File: config.mk
export PLATFORM = sky130hd
export DESIGN_NAME = rr_sel_seq
export DESIGN_NICKNAME = d
export VERILOG_FILES = /design/src/rtl/rr_sel_seq.sv
export SDC_FILE = /design/constraint.sdc
export NUM_CORES = 1
export LEC_CHECK = 0
export BUFFER_PORTS_ARGS = -buffer_cell sky130_fd_sc_hd__buf_2
export CORE_MARGIN = 2
export CORE_UTILIZATION = 45
export CTS_CLUSTER_DIAMETER = 150
export DETAILED_ROUTE_END_ITERATION = 10
export SETUP_SLACK_MARGIN = 0.2
export SLEW_MARGIN = 0
export SYNTH_ARGS = -nofsm -noshare
export SYNTH_HDL_FRONTEND = slang
export SYNTH_SLANG_ARGS = --single-unit
export TNS_END_PERCENT = 20
File: constraint.sdc
create_clock -name clk -period 2.4 [get_ports clk]
set_input_delay 0.48 -clock clk [delete_from_list [all_inputs] [get_ports clk]]
set_output_delay 0.48 -clock clk [all_outputs]
set_load 0.005 [all_outputs]
File: src/rtl/rr_sel_seq.sv
// Round-robin select sequencer driving the 2-to-4 decoder selects with a bounded dwell per grant.
// Optional feature macro RR_SEL_GAP_EN: one idle cycle between grants (break-before-make).
module rr_sel_seq #(
  parameter int DWELL = 4,
  parameter int CW    = 8
) (
  input  logic       clk,
  input  logic       rst,
  input  logic       en,
  input  logic [3:0] req,
  output logic       sel0,
  output logic       sel1,
  output logic       valid,
  output logic       done,
  output logic [1:0] dbg_state_o
);

  // Handshake: valid high means {sel1,sel0} is a live grant; there is no ready,
  // and the selects never move while valid is high except on a grant-start edge.

  typedef enum logic [1:0] {
    IDLE  = 2'd0,
    GRANT = 2'd1,
    GAP   = 2'd2
  } state_t;

  localparam logic [CW-1:0] CNT_LOAD = CW'(DWELL - 1);

  state_t        state_q;
  logic [1:0]    sel_q;
  logic          valid_q;
  logic          done_q;
  logic [1:0]    last_q;
  logic [CW-1:0] cnt_q;

  logic [1:0]    arb_base;
  logic [1:0]    arb_idx;
  logic          arb_hit;
  logic          grant_exit;

  // During GRANT the arbitration base is the current select, since that is
  // what last becomes on the exit edge where a back-to-back grant is chosen.
  always_comb begin
    arb_base = (state_q == GRANT) ? sel_q : last_q;
    arb_idx  = arb_base;
    arb_hit  = 1'b0;
    for (int k = 1; k <= 4; k++) begin
      if (!arb_hit && req[arb_base + 2'(k)]) begin
        arb_hit = 1'b1;
        arb_idx = arb_base + 2'(k);
      end
    end
  end

  assign grant_exit = (cnt_q == '0) || !req[sel_q] || !en;

  always_ff @(posedge clk) begin
    if (rst) begin
      state_q <= IDLE;
      sel_q   <= 2'd0;
      valid_q <= 1'b0;
      done_q  <= 1'b0;
      last_q  <= 2'd3;
      cnt_q   <= '0;
    end else begin
      done_q <= 1'b0;
      case (state_q)
        IDLE, GAP: begin
          if (en && arb_hit) begin
            sel_q   <= arb_idx;
            valid_q <= 1'b1;
            cnt_q   <= CNT_LOAD;
            state_q <= GRANT;
          end else begin
            valid_q <= 1'b0;
            state_q <= IDLE;
          end
        end
        GRANT: begin
          if (cnt_q != '0) cnt_q <= cnt_q - CW'(1);
          if (grant_exit) begin
            last_q <= sel_q;
            done_q <= 1'b1;
`ifdef RR_SEL_GAP_EN
            valid_q <= 1'b0;
            state_q <= GAP;
`else
            if (en && arb_hit) begin
              sel_q <= arb_idx;
              cnt_q <= CNT_LOAD;
            end else begin
              valid_q <= 1'b0;
              state_q <= IDLE;
            end
`endif
          end
        end
        default: begin
          valid_q <= 1'b0;
          state_q <= IDLE;
        end
      endcase
    end
  end

  assign sel0        = sel_q[0];
  assign sel1        = sel_q[1];
  assign valid       = valid_q;
  assign done        = done_q;
  assign dbg_state_o = state_q;

endmodule

* Word level (Yosys, flattened, before mapping)
Index checks and enable logic that the tools add are counted.
** Storage, ports and cells
- Register bits :: 16
- Input bits :: 7
- Output and inout bits :: 6
- Word-level logic and storage cells :: 78
** Operators by class
- $add $sub $neg :: 4
- $lt $le $gt $ge :: 5
- Equality and inequality tests :: 5
- Mux-type cells :: 36
- Bitwise operators :: 1
- Reductions and logical operators :: 21
** Operator list (number)
- $mux 8 :: 4
- $mux 2 :: 9
- $pmux 8 s2 :: 1
- $lt 2x3->1 const B :: 5
- $mux 1 :: 14
- $bmux 1 s2 :: 5
- $logic_not 8->1 :: 1
- $pmux 2 s2 :: 2
- $reduce_and 2->1 :: 4
- $reduce_bool 8->1 :: 1
- $sub 8x1->8 const B :: 1
- $ne 2x2->1 const B :: 3
- $logic_not 1->1 :: 5
- $add 2x2->2 const B :: 2
- $logic_and 1x1->1 :: 4
- $reduce_or 2->1 :: 2
- $add 2x1->2 const B :: 1
- $eq 2x1->1 const B :: 1
- $eq 2x2->1 const B :: 1
- $logic_not 2->1 :: 1
- $logic_or 1x1->1 :: 2
- $pmux 1 s2 :: 1
- $reduce_bool 2->1 :: 1
- $not 1->1 :: 1

* Logic depth before layout (Yosys ltp)
Gate-level depths: netlist of the first run.
- Depth in word-level cells :: 19
- Mapped depth :: 7
- Depth with buffers taken out :: 6

* Worst setup path before layout of the first run
OpenSTA, ideal clock, no wires.
- Path kind :: register -> register
- Start :: register cnt_q[0]
- End :: register sel_q[0]
- Library setup time :: 0.128 ns
- Arrival :: 1.522 ns
- Required time :: 2.272 ns
- Path slack :: 0.750 ns
- Cell stages (with the launch flop) :: 8
- Buffers on the path :: 1
- Period minus slack after synthesis :: 1.650 ns
- Path through :: dfxtp_1 > inv_1 > ha_1 > or4b_4 > o21ai_2 > buf_6 > o2111a_1 > a221oi_2
** Between the ends
- Longest elaborated chain between the ends :: 5
** RTL lines
- from (decl) :: RTL line 34 : logic [CW-1:0] cnt_q;
- from (signal assigned) :: RTL line 80 : if (cnt_q != '0) cnt_q <= cnt_q - CW'(1);
- $logic_not 8->1 :: RTL line 55 : assign grant_exit = (cnt_q == '0) || !req[sel_q] || !en;
- $logic_or 1x1->1 (2 in series) :: RTL line 55
- $ne 2x2->1 (no line)
- $reduce_and 2->1 (no line)
- to (signal assigned) :: RTL line 70 : sel_q <= arb_idx;
- to (signal assigned) :: RTL line 89 : sel_q <= arb_idx;
- to (decl) :: RTL line 30 : logic [1:0] sel_q;
No other way between the ends.
A chain may end at the register's enable or synchronous reset.

* Worst setup path in the final report of the first run
- Start :: register cnt_q[0]
- End :: register cnt_q[4]
** Between the ends
- Longest elaborated chain between the ends :: 5
- Elaborated cells between the ends (all ways) :: 9
- Those cells by class :: add/sub (1); mux (4); reduce/logical (4)
** RTL lines
- $sub 8x1->8 (tied with other cells) :: RTL line 80
- $mux 8 / $logic_or 1x1->1 (equally long branches) :: RTL line 80, 55
- $mux 8 / $logic_or 1x1->1 (equally long branches) :: RTL line 88, 55
- $mux 8 * :: RTL line 81 : if (grant_exit) begin
- $pmux 8 s2 * :: RTL line 67 : case (state_q)
Mark *: on every way between the ends. The rest lies on a longest branch, timed or not.

==> summary by stage, run 1 <==
Min path
The path class of the tightest hold or removal check is in2reg. The cell depth of the worst hold path is 3.

Synthesis
The number of enable flip-flop cells after synthesis is 0. The flip-flop and latch count after synthesis is 14. Counting every instance in the synthesized netlist gives 106. After synthesis, the netlist uses 50 different library cells.

The share of synthesized registers carrying an async set or reset is 0%. After synthesis, flip-flops and latches occupy 28.2% of the total area. Counting every net in the synthesized netlist gives 115. The primary flip-flop cell chosen by synthesis mapping is sky130_fd_sc_hd__dfxtp_1. The number of warnings issued by yosys is 0. The average cell area after synthesis is 9.38 µm². In this run the cell area of the synthesized design comes to 995 µm².

Clocking
Clock-pin slew was measured on the worst setup and hold paths at 0.09 ns. The number of sinks driven by the clock tree is 14. The clock buffer count from CTS is 3. The later pin in the worst-skew pair is clocked with a latency of 0.28 ns.

The H-tree level count is 1. In this run, post-CTS hold repair placed 0 buffers. The clock tree root buffer cell is sky130_fd_sc_hd__clkbuf_4. The number of instances resized during post-cts repair is 0. The buffer depth of the longest clock path is 2. In this run the post-CTS setup repair buffer count came out at 0. The CTS tree is done.

GRT
The wire length of the first global-routing pass is 3420 µm. The total congestion overflow is 0. The pin count of the biggest net entering global routing is 15. The initial antenna violation count came to 0. Global routing used 17.2% of the available tracks.

The via count of the first global-routing pass is 769.

Critical path
The critical path is of the reg2reg type. The capturing point of the worst reg2reg path is cnt_q[4]. The worst register-to-register path has a depth of 6. The worst setup path startpoint is cnt_q[0]. At the worst endpoint, the arrival time is 2.13 ns.

The category of the worst setup path capture point is a flop. Data on the critical path is required at its endpoint by 2.58 ns. The capture point of the worst path is cnt_q[4].

STA classifies the critical path startpoint as a flop. The beginning of the worst register-to-register path is cnt_q[0]. The maximum fanout count along the critical path is 11.

The setup check on the worst reg-to-reg path leaves a slack of 0.45 ns.

Route
The average wire per cell in the routed design is 13.3 µm. The highest signal layer in the routed design is met4. The detail route stage leaves a number of antenna-violating nets equal to 0. The routed design has 1890 µm of wire.

In the final routing, the length of wire on met1 measures 958 µm. In the routed design, unresolved DRC markers number 0. The first-iteration detailed-routing DRC count is 6. The routed length on met2 is 843 µm. The via count is 811. The detailed route wirelength on metal3 is 63 µm. The first TritonRoute pass finished after 4 iterations. The via-per-instance ratio is 5.71.

STA
After layout, the worst path uses 81.1% of the clock period. Clock skew on the completed layout was measured at 0.00156 ns. The final-report max-slew violation count is 0. Setup violations remaining at the end of the flow were counted as 0.

The minimum period implied by the final worst setup slack is 1.95 ns. Setup repair after global routing left no endpoint under its margin. Timing would allow up to 514 MHz. The final hold violation count is 0. In the final timing run, aggregate negative setup slack is 0 ns.

Placed design
The final estimated routing congestion in global placement is 0.822. After legalization and detailed placement, the total HPWL measured 1460 µm. After detailed placement, the design holds a cell count of 138.

The count of buffers added on input and output ports is 11.

Pwr
The power per cell area is 576 nW/µm². The worst vdd rail ir drop is 293 µV. The analysis attributes to cell leakage a power of 0.411 nW.

Final layout
The non-filler instance count after layout is 142. The post-route netlist has 29.8% of its cells at a drive strength greater than 1. The area growth from synthesis to layout is 5.66%. The number of antenna cells inserted is 0. For this run, the post-layout net count is 124. The fraction of the core area covered by cells at the end of the flow is 48.9%.

Floorplanning
The die covers 2600 µm². The initialized floorplan defines 17 standard-cell rows. The I/O pin count is 13. The area of the core is 2150 µm².

In this run the vertical extent of the chip is 51.0 µm. The die width is 51.0 µm. For this configuration, the core starts out at a cell density of 46.3%.

Flow run
The total of max-cap violations is 0.

Run status
The flow ran to the end, and the final reports show no timing, DRC or antenna violations.
metal layers:
metal,vias up,GRT usage [%]
li1,407,-
met1,385,22.9
met2,15,26.0
met3,4,4.09
met4,0,8.11
met5,-,0
final cells by class:
cell class | count | area (µm²)
flip-flops and latches | 14 | 280
well taps | 28 | 35.0
fillers | 219 | 1100
repair buffers | 11 | 55.1
inverters | 4 | 15.0
multi-input cells | 81 | 629
clock buffers | 4 | 36.3
through the flow:
| stage | power [W] | hold slack (ns) | setup slack, ns | cell area, µm² |
|---|---|---|---|---|
| 6_report | 0.000606 | 0.471 | 0.453 | 1050 |
| 5_1_grt | 0.000642 | 0.478 | 0.306 | 1050 |
| 4_1_cts | 0.000610 | 0.466 | 0.448 | 1050 |
| 3_5_place_dp | 0.000437 | 0.484 | 0.463 | 1010 |
| 3_3_place_gp | 0.000434 | 0.477 | 0.496 | 1010 |
| 2_1_floorplan | 0.000409 | 0.453 | 0.750 | 995 |
worst min-delay path by stage:
stage | from | to | slack (ns)
4_1_cts | en | valid | 0.47
6_report | en | valid | 0.47
2_1_floorplan | cnt_q[7] | cnt_q[7] | 0.45
3_3_place_gp | cnt_q[7] | cnt_q[7] | 0.48
3_5_place_dp | cnt_q[7] | cnt_q[7] | 0.48
5_1_grt | en | valid | 0.48
report_power, final:
| group | leakage [nW] | internal, W | total (W) | switching, W |
|---|---|---|---|---|
| Combinational | 0.275 | 0.0000787 | 0.000158 | 0.0000796 |
| Sequential | 0.115 | 0.000249 | 0.000273 | 0.0000243 |
| Clock | 0.0210 | 0.0000923 | 0.000174 | 0.0000821 |
sequential cells by signal (all words and copies together), names as in the netlist:
name,flops
cnt_q,8
done,1
last_q,2
sel_q,2
valid,1
critical path, cell delays in order (launching register included):
cell and delay [ns]:
sky130_fd_sc_hd__dfxtp_1 0.33, sky130_fd_sc_hd__inv_1 0.12, sky130_fd_sc_hd__ha_1 0.15, sky130_fd_sc_hd__or4b_4 0.46, sky130_fd_sc_hd__o21ai_2 0.42, sky130_fd_sc_hd__nor2_1 0.13, sky130_fd_sc_hd__a22o_1 0.23
placed cells by master, fill, tap and decap left out, types with 2 or more instances in the layout:
master	netlist	routed
sky130_fd_sc_hd__a21oi_1	2	2
sky130_fd_sc_hd__a22o_1	2	2
sky130_fd_sc_hd__buf_2	1	11
sky130_fd_sc_hd__clkbuf_4	0	3
sky130_fd_sc_hd__dfxtp_1	14	14
sky130_fd_sc_hd__ha_1	2	2
sky130_fd_sc_hd__inv_1	4	4
sky130_fd_sc_hd__mux2i_1	6	6
sky130_fd_sc_hd__nand2_1	10	10
sky130_fd_sc_hd__nor2_1	9	9
sky130_fd_sc_hd__nor2b_1	2	2
sky130_fd_sc_hd__nor3_1	3	3
sky130_fd_sc_hd__nor3b_1	3	3
sky130_fd_sc_hd__o21ai_1	2	2
sky130_fd_sc_hd__o21ai_2	2	2
sky130_fd_sc_hd__o31ai_1	3	3
sky130_fd_sc_hd__or2_2	2	2
sky130_fd_sc_hd__or3b_2	2	2
sky130_fd_sc_hd__xnor2_1	2	2
Yosys cell counts, types with 3 or more instances:
| library cell | count | share of area, % |
|---|---|---|
| sky130_fd_sc_hd__dfxtp_1 | 14 | 28 |
| sky130_fd_sc_hd__inv_1 | 4 | 1.5 |
| sky130_fd_sc_hd__mux2i_1 | 6 | 6.0 |
| sky130_fd_sc_hd__nand2_1 | 10 | 3.8 |
| sky130_fd_sc_hd__nor2_1 | 9 | 3.4 |
| sky130_fd_sc_hd__nor3_1 | 3 | 1.5 |
| sky130_fd_sc_hd__nor3b_1 | 3 | 2.3 |
| sky130_fd_sc_hd__o31ai_1 | 3 | 2.3 |
cell families after synthesis:
| logic type | after synthesis | share of synthesized area (%) |
|---|---|---|
| buffers and inverters | 11 | 8.55 |
| and+or+nand+nor | 42 | 24.7 |
| adders and majority gates | 2 | 2.52 |
| AOI/OAI and AO/OA | 25 | 23.6 |
| other | 1 | 0.377 |
| xor gates and xnor gates | 3 | 2.64 |
| muxes | 8 | 9.43 |
| DFF | 14 | 28.2 |
Note: power is estimated with default switching activity, not from simulation.
==> inputs of run 2 (changes only) <==
ABC_AREA = 1   (was default)
PLACE_DENSITY = 0.67   (was default)
clock period = 1.77 ns   (was 2.4 ns; I/O delays follow)
==> run 2 against run 1 <==
Synthesized cell count up 60%. Area after synthesis up 14%. Register-to-register slack worse by 0.36 ns. Final cell count up 55%. Global-route usage up 3.3 points. Largest power group is now combinational cells. Highest routed layer unchanged. Critical path depth up 7. Clock power up 7%. Via count up 40%. Routed wire length up 47%. Sequential share of layout area down 7.3 points. Largest cell class unchanged. Clock-buffer cell count down 1.
==> summary by stage, run 2 <==
Final layout
The register with the most flip-flops is cnt_q. The number of flip-flops under the largest register name was 8 (unchanged). The signed area change from the synthesized netlist to the final layout is 30.2%. The number of antenna cells inserted came to 0 (unchanged). The share of cells above drive strength 1 is 39.5% (+9.6 points). The largest registers in the layout are cnt_q (8), last_q (2), sel_q (2). The total of fill cells in the finished design is 216 (-1.4%). The most frequent standard cell in the layout excluding fill and tap cells is sky130_fd_sc_hd__nand2_1. The non-filler instance count after layout was 220 (+55%).

In the layout the commonest cells are sky130_fd_sc_hd__nand2_1 (32), sky130_fd_sc_hd__nand2_4 (16), sky130_fd_sc_hd__nand3_1 (15), sky130_fd_sc_hd__nor2_1 (15), sky130_fd_sc_hd__nand2_2 (14). The final net count is 201 (+62%).

Synthesis
The primary flip-flop cell chosen by synthesis mapping is sky130_fd_sc_hd__dfxtp_1. Sorting the synthesized cells by area gives the leading types as sky130_fd_sc_hd__dfxtp_1 (25%), sky130_fd_sc_hd__nand2_1 (14%), sky130_fd_sc_hd__nand2_2 (8.2%). The number of warnings issued by yosys is 0 (unchanged). The count of mapped cells out of synthesis is 170 (+60%). The flip-flop and latch count after synthesis is 14 (unchanged). The netlist area before placement was 1140 µm² (+14%).

The cell with the most instances after synthesis is sky130_fd_sc_hd__nand2_1. The synthesized netlist net count was 179 (+56%). The largest area contributor in the netlist is sky130_fd_sc_hd__dfxtp_1. The average cell area after synthesis is 6.70 µm² (-29%). The sequential area share after synthesis was 24.6% (-3.6 points). The number of enable flip-flop cells after synthesis is 0 (unchanged). The top-area cell type share of the netlist area is 24.6% (-3.6 points).

After synthesis, the most frequently instantiated cells are sky130_fd_sc_hd__nand2_1 (43), sky130_fd_sc_hd__nor2_1 (16), sky130_fd_sc_hd__nand2_2 (15), sky130_fd_sc_hd__nand3_1 (15), sky130_fd_sc_hd__dfxtp_1 (14). The share of synthesized registers carrying an async set or reset is 0% (unchanged). The count of unique library cells instantiated by Yosys is 33 (-34%).

Critical path
The worst endpoint required time is 1.95 ns (-0.63 ns). The capturing point of the worst reg2reg path is sel_q[1]. The arrival time at the worst endpoint is 1.86 ns (-0.27 ns).

The type of the worst setup path is reg2reg. The category of the worst setup path capture point is a flop. The worst setup path startpoint is valid. The reg-to-reg setup timing slack came to 0.09 ns (-0.36 ns).

The cell depth of the worst flop-to-flop path is 13 (+7). The startpoint identified for the worst register-to-register timing path is valid. The kind of start point of the critical path is a flop.

The maximum fanout count along the critical path is 6 (-5).

STA
The worst setup skew after layout came to 0.00695 ns (+0.00539 ns). The worst setup margin is 0.0897 ns (-0.364 ns). The final-report max-slew violation count is 0 (unchanged).

Setup repair after global routing could not meet its margin everywhere. The final critical-path share of the clock period is 94.9% (+14 points). The minimum period implied by the final worst setup slack is 1.68 ns (-0.266 ns). The fmax came to 595 MHz (+16%).

The setup TNS is 0 ns (unchanged). The final count of negative-setup-slack endpoints is 0 (unchanged). The final hold violation count is 0 (unchanged).

Clocking
The CTS tree is done. The clock tree root buffer cell is sky130_fd_sc_hd__clkbuf_4. The number of sinks driven by the clock tree is 14 (unchanged).

The worst-skew pair later-pin latency is 0.29 ns (about the same). The H-tree level count is 1 (unchanged). The clock transition time at the flip-flop clock pins of the worst setup and hold paths was 0.09 ns (about the same). The buffer depth of the longest clock path came to 2 (unchanged). The clock buffer count from CTS is 3 (unchanged).

GRT
The initial antenna violation count was 0 (unchanged). The total congestion overflow is 0 (unchanged). The wire length of the first global-routing pass is 4460 µm (+31%). The overall track demand over capacity in global routing is 20.4% (+3.3 points). The via count of the first global-routing pass is 972 (+26%). The pin count of the biggest net entering global routing is 12 (-3).

Route
The remaining antenna violation count is 0 (unchanged). The via count is 1136 (+40%). The first-iteration detailed-routing DRC count came to 43 (+37). The final routed wirelength across all metal layers was 2770 µm (+47%). The length of the first detailed-routing pass in iterations is 4 (unchanged). The detailed-route DRC error count is 0 (unchanged). The via-per-instance ratio is 5.16 (-9.6%). The average wire per cell in the routed design is 12.6 µm (-5.4%).

Floorplanning
The area of the die is 2950 µm² (+13%). The area of the core is 2430 µm² (+13%). The effective utilization at floorplan was 46.8% (+0.51 points). The die boundary height is 54.3 µm (+6.4%). The floorplan row count is 18 (+1). The I/O pin count is 13 (unchanged). The die width is 54.3 µm (+6.4%).

Min path
The path type of the worst min-delay path is in2reg. The capture endpoint of the worst hold path is cnt_q[3]. The beginning of the worst hold path is rst.

The cell depth of the worst hold path is 2 (-1).

Flow run
The total of max-cap violations is 0 (unchanged).

Run status
The run finished with clean final reports.

Placed design
The number of cells after detailed placement is 209 (+51%). The final estimated routing congestion in global placement was 0.789 (-4.0%). The placed wire-length estimate is 1840 µm (+26%). The number of buffers inserted by port buffering is 11 (unchanged).

The worst slack at placement came to 0.0913 ns (-0.372 ns).

Pwr
The cell leakage power is 0.716 nW (+74%). The power per cell area is 754 nW/µm² (+31%). The worst vdd rail ir drop came to 431 µV (+47%).
-- run 2: cell count changes in the layout (fill, tap and decap cells not counted), moves of 7 or more --
cell                      delta
sky130_fd_sc_hd__a21oi_1     +8
sky130_fd_sc_hd__buf_4       +9
sky130_fd_sc_hd__inv_1       +7
sky130_fd_sc_hd__nand2_1    +22
sky130_fd_sc_hd__nand2_2    +14
sky130_fd_sc_hd__nand2_4    +16
sky130_fd_sc_hd__nand3_1    +14
-- run 2: worst max-delay path, stage by stage, from the launching register on --
cell	delay (ns)
sky130_fd_sc_hd__dfxtp_2	0.33
sky130_fd_sc_hd__buf_12	0.14
sky130_fd_sc_hd__inv_12	0.07
sky130_fd_sc_hd__nand2_4	0.05
sky130_fd_sc_hd__nand2_4	0.10
sky130_fd_sc_hd__nand2_2	0.08
sky130_fd_sc_hd__nand2_4	0.09
sky130_fd_sc_hd__nand2_2	0.07
sky130_fd_sc_hd__nand2_4	0.09
sky130_fd_sc_hd__nand4_4	0.19
sky130_fd_sc_hd__nand3_4	0.19
sky130_fd_sc_hd__nand2_1	0.07
sky130_fd_sc_hd__nand2_1	0.07
sky130_fd_sc_hd__nor2_2	0.04
-- run 2: kinds of logic after synthesis --
family                   synth area share (%)
AO/OA/AOI/OAI                            9.01
flip-flops                               24.6
AND/OR/NAND/NOR                          50.9
buffers and inverters                    8.35
other                                   0.329
XOR/XNOR                                 4.62
adder cells (fa/ha/maj)                  2.20
-- run 2: timing repair --
action                                  in CTS  in global routing
endpoints found under the setup margin      10                 13
gates resized for setup                     28                 15
cloned                                       1                  0
hold buffers                                 0                  0
pin swaps                                   19                 10
buffers inserted                             7                  0
-- run 2: worst max path at each step --
stage	to	cells past startpoint
after global placement	sel_q[1]	11
after floorplan	cnt_q[1]	11
after global routing	sel_q[1]	13
after CTS	cnt_q[6]	12
after detailed placement	cnt_q[1]	11
final	sel_q[1]	13
-- run 2: final cells by class --
cell class	instances	area (µm²)	area share [%]
inverter	15	68.8	4.64
clock buffer	3	22.5	1.52
multi-input combinational	137	925	62.4
sequential	14	287	19.3
tap	30	37.5	2.53
timing repair buffer	21	143	9.62
-- run 2: stage by stage --
step / hold WS [ns] / util [%] / instance area (µm²) / total power [W]
finish: 0.352 / 61.0 / 1480 / 0.00112
detailed placement: 0.506 / 50.7 / 1230 / 0.000798
global placement: 0.513 / 50.7 / 1230 / 0.000793
floorplan: 0.484 / - / 1140 / 0.000701
global route: 0.366 / 61.0 / 1480 / 0.00119
CTS: 0.366 / 58.5 / 1420 / 0.00107
-- run 2: report_power, final --
| group | leakage (nW) | internal (W) | switching, W |
|---|---|---|---|
| Combinational | 0.587 | 0.000219 | 0.000342 |
| Clock | 0.0138 | 0.0000792 | 0.000108 |
| Sequential | 0.116 | 0.000342 | 0.0000278 |
-- run 2: routing by layer --
layer	GRT usage, %	part of all wire, %	vias to the layer above
met4	3.75	0.79	0
met1	31.1	48	514
met3	3.55	5.5	2
met2	29.9	46	33
met5	0	0	-
li1	-	-	587
==> inputs of run 3 (changes only) <==
CORE_ASPECT_RATIO = 0.9   (was default)
==> run 3 against run 2 <==
Die area about the same. Critical path type unchanged. Final cell count down 0.45%. Clock skew down 0.0017 ns. Core utilization down 2.1 points. Hold slack better by 0.028 ns. First-iteration DRC count down 23%. Non-clock buffer count unchanged. Register-to-register slack worse by 0.03 ns.
==> summary by stage, run 3 (synthesis gave the netlist of run 2 again) <==
Run status
The flow ran to the end, and the final reports show no timing, DRC or antenna violations.

STA
The worst setup margin was 0.0595 ns (-0.0303 ns). The final hold violation count is 0 (unchanged). The final critical-path share of the clock period is 96.6% (+1.7 points). The worst setup skew after layout was 0.00528 ns (-0.00166 ns). The worst hold slack is 0.381 ns (+0.0284 ns).

Setup repair after global routing could not meet its margin everywhere. The minimum period implied by the final worst setup slack is 1.71 ns (+0.0303 ns). The final count of negative-setup-slack endpoints was 0 (unchanged).

The final-report max-slew violation count is 0 (unchanged). The fmax is 585 MHz (-1.8%).

Pwr
The total chip power is 0.00112 W (+0.50%). The power per cell area is 787 nW/µm² (+4.5%). The worst vdd rail ir drop came to 491 µV (+14%).

The cell leakage power is 0.684 nW (-4.5%).

Final layout
The multi-input gate area in the final layout is 868 µm² (-6.1%). The top cell types in the final layout, fill and taps aside, are sky130_fd_sc_hd__nand2_1 (33), sky130_fd_sc_hd__nand2_2 (21), sky130_fd_sc_hd__nand3_1 (14), sky130_fd_sc_hd__nor2_1 (14), sky130_fd_sc_hd__inv_1 (12). From synthesis to final layout, the design area changed by 25.3%. The final net count was 201 (unchanged).

The storage element area is 285 µm² (-0.44%). The total of fill cells in the finished design is 226 (+4.6%). The share of cells above drive strength 1 is 38.7% (-0.73 points). The non-filler instance count after layout is 219 (-0.45%). Leaving out fill and tap cells, the most frequent cell in the layout is sky130_fd_sc_hd__nand2_1.

The number of antenna cells inserted was 0 (unchanged). In the final layout, the registers with the most flip-flops are cnt_q (8), last_q (2), sel_q (2). The register with the most flip-flops is cnt_q. The number of flip-flops under the largest register name is 8 (unchanged).

Critical path
The worst setup path is captured at a flop. Traced cell by cell, the critical path runs through buf_8, inv_8, nand2_2, nand2_4, nand2_1, nand2_2, nand2_2, nand2_2, nand4_4, nand3_4, nand2_1, nand2_1, nor2_2. The arrival time at the worst endpoint is 1.89 ns (+0.03 ns).

The critical path's most frequent cell is sky130_fd_sc_hd__nand2_2. The number of buffers and inverters on the critical path was 2 (unchanged). The worst stage delay on the critical path is 0.33 ns (about the same). The worst endpoint required time is 1.95 ns (about the same).

The worst setup path is launched from a flop. The highest-delay cell along the critical path is sky130_fd_sc_hd__dfxtp_2. The kind of cell adding the most delay to the critical path is simple AND/OR/NAND/NOR gates.

The type of the worst setup path is reg2reg. The maximum fanout count along the critical path is 6 (unchanged).

Placed design
The final estimated routing congestion in global placement is 0.942 (+19%). The number of cells after detailed placement is 208 (-0.48%). The placed wire-length estimate came to 1910 µm (+3.4%). The number of buffers inserted by port buffering is 11 (unchanged). The worst slack at placement came to 0.0207 ns (-0.0706 ns).

Route
The length of the first detailed-routing pass in iterations is 4 (unchanged). The via count is 1164 (+2.5%). The detailed-route DRC error count came to 0 (unchanged). The via-per-instance ratio is 5.32 (+2.9%). The average wire per cell in the routed design is 13.0 µm (+3.0%). The remaining antenna violation count is 0 (unchanged).

The first-iteration detailed-routing DRC count is 33 (-23%). The final routed wirelength across all metal layers came to 2840 µm (+2.5%).

GRT
The initial antenna violation count is 0 (unchanged). The total congestion overflow is 0 (unchanged). The wire length of the first global-routing pass is 4700 µm (+5.2%). The overall track demand over capacity in global routing is 20.5% (+0.032 points).

The pin count of the biggest net entering global routing was 12 (unchanged). The via count of the first global-routing pass is 1022 (+5.1%).

Floorplanning
The area of the die is 2950 µm² (about the same). The die width is 57.0 µm (+5.0%). The floorplan row count is 17 (-1).

The I/O pin count was 13 (unchanged). The area of the core is 2420 µm² (-0.31%). The die boundary height was 51.7 µm (-4.8%). The effective utilization at floorplan came to 47.0% (+0.14 points).

Clocking
The clock transition time at the flip-flop clock pins of the worst setup and hold paths is 0.09 ns (about the same). The post-cts hold buffer count came to 0 (unchanged). TritonCTS built the clock tree. The H-tree level count is 1 (unchanged). The number of sinks driven by the clock tree is 14 (unchanged). The clock tree root buffer cell is sky130_fd_sc_hd__clkbuf_4.

The clock buffer count from CTS came to 3 (unchanged). The buffer depth of the longest clock path was 2 (unchanged). The worst-skew pair later-pin latency is 0.28 ns (about the same).

Min path
The path type of the worst min-delay path is in2reg.

Flow run
The total of max-cap violations was 0 (unchanged).
[run 3: cell count changes in the layout (fill, tap and decap cells not counted), sizes merged]
cell | previous run | this run
clkbuf | 3 | 4
[run 3: what timing repair did]
action                     4_1_cts  5_1_grt
setup endpoints to repair       12       13
pin swaps                       14        7
buffers inserted                 4        2
gates cloned                     1        0
gates resized for setup         17       15
[run 3: where the power goes]
group | internal, W | switching (W) | leakage, nW | total (W)
clock network | 0.000125 | 0.000107 | 0.0210 | 0.000232
registers | 0.000341 | 0.0000285 | 0.115 | 0.000370
logic | 0.000207 | 0.000315 | 0.548 | 0.000522
[run 3: final timing paths]
path / cells after the start / end / from / slack (ns)
worst max-delay path: 13 / sel_q[1] / valid / 0.06
worst min-delay path: 2 / cnt_q[1] / rst / 0.38
worst max register to register: 13 / sel_q[1] / valid / 0.06
worst min register to register: 2 / cnt_q[1] / cnt_q[1] / 0.52
[run 3: area by class of cell]
type | count | area share [%]
multi-input combinational | 137 | 60.9
sequential | 14 | 20.0
tap | 28 | 2.46
timing repair buffer | 21 | 9.65
clock buffer | 4 | 2.54
inverter | 15 | 4.47
[run 3: per-layer routing]
layer | routed length (µm) | global-route usage [%] | up-vias
li1 | - | - | 590
met1 | 1310 | 27.9 | 540
met2 | 1300 | 31.4 | 28
met3 | 179 | 5.47 | 6
met4 | 46 | 6.59 | 0
met5 | 0 | 0 | -
[run 3: stage by stage]
stage               setup TNS (ns)  instance area [µm²]  utilization, %
CTS                              0                 1350            55.6
global placement                 0                 1220            50.5
global route               -0.0143                 1430            58.8
finish                           0                 1430            58.8
floorplan                        0                 1140               -
detailed placement               0                 1220            50.5
